**src/rtl/fmap_stream_ctrl.sv**
```systemverilog
// Raster-scan sequencer for the convolution feature-map stream register.
// Handshakes one pixel per transfer and flags each position that completes a full KxK window.
module fmap_stream_ctrl #(
    parameter int IMG_WIDTH   = 28,
    parameter int IMG_HEIGHT  = 28,
    parameter int KERNEL_SIZE = 5,
    localparam int WR_W = $clog2(IMG_HEIGHT - KERNEL_SIZE + 1),
    localparam int WC_W = $clog2(IMG_WIDTH - KERNEL_SIZE + 1)
) (
    input  logic            clk,
    input  logic            rst,
    input  logic            start,
    input  logic            in_valid,
    output logic            in_ready,
    input  logic            out_ready,
    output logic            features_valid,
    output logic            window_valid,
    output logic [WR_W-1:0] win_row,
    output logic [WC_W-1:0] win_col,
    output logic            busy,
    output logic            frame_done
);

    // state  | meaning
    // IDLE   | waiting for start, counters parked at (0,0)
    // STREAM | accepting pixels in raster order while out_ready allows
    // DONE   | single cycle after the last pixel, frame_done asserted

    localparam int ROW_W = $clog2(IMG_HEIGHT);
    localparam int COL_W = $clog2(IMG_WIDTH);

    localparam logic [ROW_W-1:0] ROW_LAST = ROW_W'(IMG_HEIGHT - 1);
    localparam logic [COL_W-1:0] COL_LAST = COL_W'(IMG_WIDTH - 1);
    localparam logic [ROW_W-1:0] ROW_K1   = ROW_W'(KERNEL_SIZE - 1);
    localparam logic [COL_W-1:0] COL_K1   = COL_W'(KERNEL_SIZE - 1);

    typedef enum logic [1:0] {IDLE, STREAM, DONE} state_t;

    state_t           state;
    logic [ROW_W-1:0] row;
    logic [COL_W-1:0] col;
    logic             transfer;

    // Ready follows the engine combinationally so a stalled engine never loses a pixel.
    assign in_ready       = (state == STREAM) && out_ready;
    assign transfer       = in_valid && in_ready;
    assign features_valid = transfer;
    assign busy           = (state != IDLE);

    always_ff @(posedge clk or posedge rst) begin
        if (rst) begin
            state        <= IDLE;
            row          <= '0;
            col          <= '0;
            window_valid <= 1'b0;
            win_row      <= '0;
            win_col      <= '0;
            frame_done   <= 1'b0;
        end else begin
            window_valid <= 1'b0;
            frame_done   <= 1'b0;
            case (state)
                IDLE: begin
                    row <= '0;
                    col <= '0;
                    if (start) state <= STREAM;
                end
                STREAM: begin
                    if (transfer) begin
                        // Window outputs line up with the stream register, one edge after the load.
                        if (row >= ROW_K1 && col >= COL_K1) begin
                            window_valid <= 1'b1;
                            win_row      <= WR_W'(row - ROW_K1);
                            win_col      <= WC_W'(col - COL_K1);
                        end
                        if (col == COL_LAST) begin
                            col <= '0;
                            if (row == ROW_LAST) begin
                                row        <= '0;
                                state      <= DONE;
                                frame_done <= 1'b1;
                            end else begin
                                row <= row + 1'b1;
                            end
                        end else begin
                            col <= col + 1'b1;
                        end
                    end
                end
                DONE:    state <= IDLE;
                default: state <= IDLE;
            endcase
        end
    end

endmodule

```
**config.mk**
```make
export PLATFORM = sky130hd
export DESIGN_NAME = fmap_stream_ctrl
export DESIGN_NICKNAME = d
export VERILOG_FILES = /design/src/rtl/fmap_stream_ctrl.sv
export SDC_FILE = /design/constraint.sdc
export NUM_CORES = 1
export LEC_CHECK = 0
export CORE_UTILIZATION = 34
export DETAILED_ROUTE_END_ITERATION = 8
export PLACE_DENSITY = 0.62
export SYNTH_ARGS = -nofsm -noshare
export SYNTH_HDL_FRONTEND = slang
export SYNTH_SLANG_ARGS = --single-unit
```
**constraint.sdc**
```tcl
create_clock -name clk -period 2.9 [get_ports clk]
set_clock_uncertainty 0.1 [all_clocks]
set_input_delay 0.58 -clock clk [delete_from_list [all_inputs] [get_ports clk]]
set_output_delay 0.58 -clock clk [all_outputs]
set_load 0.05 [all_outputs]
```
==> flow_summary_export.csv <==
group,metric,value,unit
global_route,grt_max_degree,25,
sta,layout_min_cycle_time,2.405,ns
cts,cts_tree,"built",
layout,finalCoreUtilization,44.34,%
floorplanning,die_h,64.10,µm
yosys,synthesis.area,1311,µm²
status,status,"finished, final reports clean",
setup_path,required,2.22,ns
power,p_sw_share,41.85,%
power,power.density,877.2,nW/µm²
sta,slew_viol_final,0,
setup_path,worst_setup_path_start_kind,"register",
job,drv_cap,0,
global_route,grt_antenna_before_repair,0,
layout,layout_commonest_cell,"dfrtp_1",
layout,drive_gt1_share,16.30,%
yosys,synth_cell_types,36,
setup_path,ff2ff_setup_slack,0.93,ns
setup_path,end_kind,"output pin",
global_route,grt.overflow.total,0,
yosys,ys_ff_latch,24,
cts,cts_resized,0,
power,peakVddDrop,0.2342,mV
global_route,grt_pass1_wl,4.243,mm
floorplanning,die_x,64.10,µm
sta,worst_pin_slew,0.4923,ns
placed_design,io_buffers,19,
routing,drtIter0Drc,23,
routing,vias_per_cell,4.913,
hold_path,holdPathEnd,"win_row[2]$_DFFE_PP0P_",
yosys,synthArstFlopShare,100.0,%
cts,clockBufferDepth,2,
sta,rsz0062_at_grt,"no",
floorplanning,core,3689,µm²
layout,final_nets,153,
layout,areaGrowthSynthToFinish,24.71,%
routing,dr.pass1.iters,4,
floorplanning,ios,20,
floorplanning,num_rows,22,
floorplanning,start_util,35.55,%
sta,fmax,415.8,MHz
setup_path,critPathKind,"reg2out",
routing,wl_per_cell,13.41,µm
yosys,synth_edf_count,0,
placed_design,place.gp.congestion,0.7487,
yosys,synth_cells,110,
yosys,syn_avg_cell_area,11.92,µm²
sta,hold_viol,0,
layout,final_cell_mix,"dfrtp_1 (24), clkdlybuf4s50_1 (17), inv_1 (15)",
cts,cts_made_buffers,3,
placed_design,dp_slack,0.6187,ns
cts,clkLatencyLatePin,0.26,ns
power,pwr-share-seq,37.0,%
hold_path,min_path_type,"reg2reg",
cts,cts.clk_slew.worst_paths,0.08,ns
yosys,synth-main-ff-cell,"dfrtp_1",
yosys,synth_nets,127,
sta,period_share,82.94,%
global_route,grt_pass1_vias,898,
power,power_leakage,0.7282,nW
routing,dr_total_vias,899,
layout,final_area,1635,µm²
layout,antenna_cells,0,
sta,layout_setup_ws,0.4948,ns
routing,drc,0,
setup_path,reg2reg_from,"row[3]$_DFFE_PP0P_",
yosys,yosys_warnings,0,
power,power_frac_clock,15.7,%
global_route,grt.total_usage,12.95,%
cts,clock-sinks,24,
sta,holdWs,0.4122,ns
hold_path,whs_path_depth,1,
routing,finalWirelength,2.454,mm
power,p_comb_share,47.3,%
sta,slew-limit-headroom,67.08,%
routing,drtAntennaViolNets,0,
setup_path,crit_fanout,6,
cts,htreeDepth,1,
sta,final-setup-viol-count,0,
hold_path,min-delay-start,"win_row[2]$_DFFE_PP0P_",
placed_design,dp_hpwl,1.824,mm
setup_path,r2r_end,"win_col[0]$_DFFE_PP0P_",
floorplanning,dieArea,4109,µm²
setup_path,cp.arrival,1.73,ns
sta,setup_tns,0,ns
cts,postCtsHoldBufs,0,
power,p_switching,0.6004,mW
setup_path,ff2ff_path_depth,6,
placed_design,place_area,1580,µm²
power,internal_power,0.8341,mW
cts,cts_root_buf,"clkbuf_8",
cts,post-cts-setup-buffers,0,
yosys,ys_seq_area_share,45.80,%
per-layer routing:
metal | up-vias | wire length [µm] | track usage, % | share of wire [%]
met1 | 430 | 1248 | 18.99 | 51
met3 | 0 | 97 | 1.786 | 4.0
met2 | 24 | 1108 | 20.35 | 45
li1 | 445 | - | - | -
met5 | - | 0 | 0 | 0
met4 | 0 | 0 | 2.500 | 0
layout make-up:
| cell class | instances | area, µm² |
|---|---|---|
| inverters | 15 | 56.30 |
| fillers | 361 | 2053 |
| flip-flops and latches | 24 | 600.6 |
| repair buffers | 23 | 227.7 |
| well taps | 48 | 60.06 |
| clock buffers | 4 | 55.05 |
| multi-input cells | 69 | 635.6 |
worst max-delay path, stage by stage (launching register included):
cell and delay, ns:
dfrtp_1 0.48, nor2_1 0.10, inv_1 0.08, clkdlybuf4s50_1 0.80
flip-flops by register name (all words and copies together), names as in the netlist:
signal / cells
win_row: 5
win_col: 5
window_valid: 1
state: 2
row: 5
frame_done: 1
col: 5
synthesized netlist by cell type, types with 2 or more instances:
master	n	share of area (%)
a21oi_1	2	0.76
dfrtp_1	24	46
nor2_1	3	0.86
nor3_1	2	0.76
o2bb2ai_1	2	1.3
o32ai_1	2	1.3
a31oi_1	3	1.4
inv_1	15	4.3
nand2_1	7	2.0
o31ai_1	2	1.1
mux2i_1	2	1.5
ha_1	12	11
mux2_4	6	6.9
nand3_1	3	1.1
nor4_1	2	0.95
xor2_1	3	2.0
logic make-up (layout without fill, tap and decap cells):
group | after synthesis | after routing | share of synthesized area (%)
fa+ha+maj | 12 | 12 | 11.45
buf+inv | 17 | 42 | 5.725
simple gates | 24 | 24 | 10.88
compound gates | 20 | 20 | 14.22
flops | 24 | 24 | 45.80
mux | 9 | 9 | 9.256
xor+xnor | 4 | 4 | 2.672
power groups by stage:
| stage | combinational [mW] | sequential, mW | clock (mW) |
|---|---|---|---|
| 3_3_place_gp | 0.674 | 0.535 | 0 |
| 4_1_cts | 0.685 | 0.532 | 0.232 |
| 6_report | 0.679 | 0.531 | 0.225 |
| 3_5_place_dp | 0.683 | 0.540 | 0 |
| 2_1_floorplan | 0.243 | 0.760 | 0 |
| 5_1_grt | 0.721 | 0.549 | 0.245 |
worst max-delay path by stage:
stage	start	end	slack, ns	cells after the start
2_1_floorplan	row[3]$_DFFE_PP0P_	win_col[0]$_DFFE_PP0P_	1.09	6
3_3_place_gp	out_ready	win_row[2]$_DFFE_PP0P_	0.66	5
3_5_place_dp	out_ready	win_row[2]$_DFFE_PP0P_	0.62	5
4_1_cts	state[0]$_DFFE_PP0P_	busy	0.47	3
5_1_grt	state[1]$_DFFE_PP0P_	busy	0.39	3
6_report	state[0]$_DFFE_PP0P_	busy	0.49	3
per-stage QoR:
stage               instances  power (mW)
finish                    183       1.435
global route              183       1.514
CTS                       183       1.450
detailed placement        179       1.223
global placement          179       1.209
floorplan                 110       1.004
Note: power is estimated with default switching activity, not from simulation.
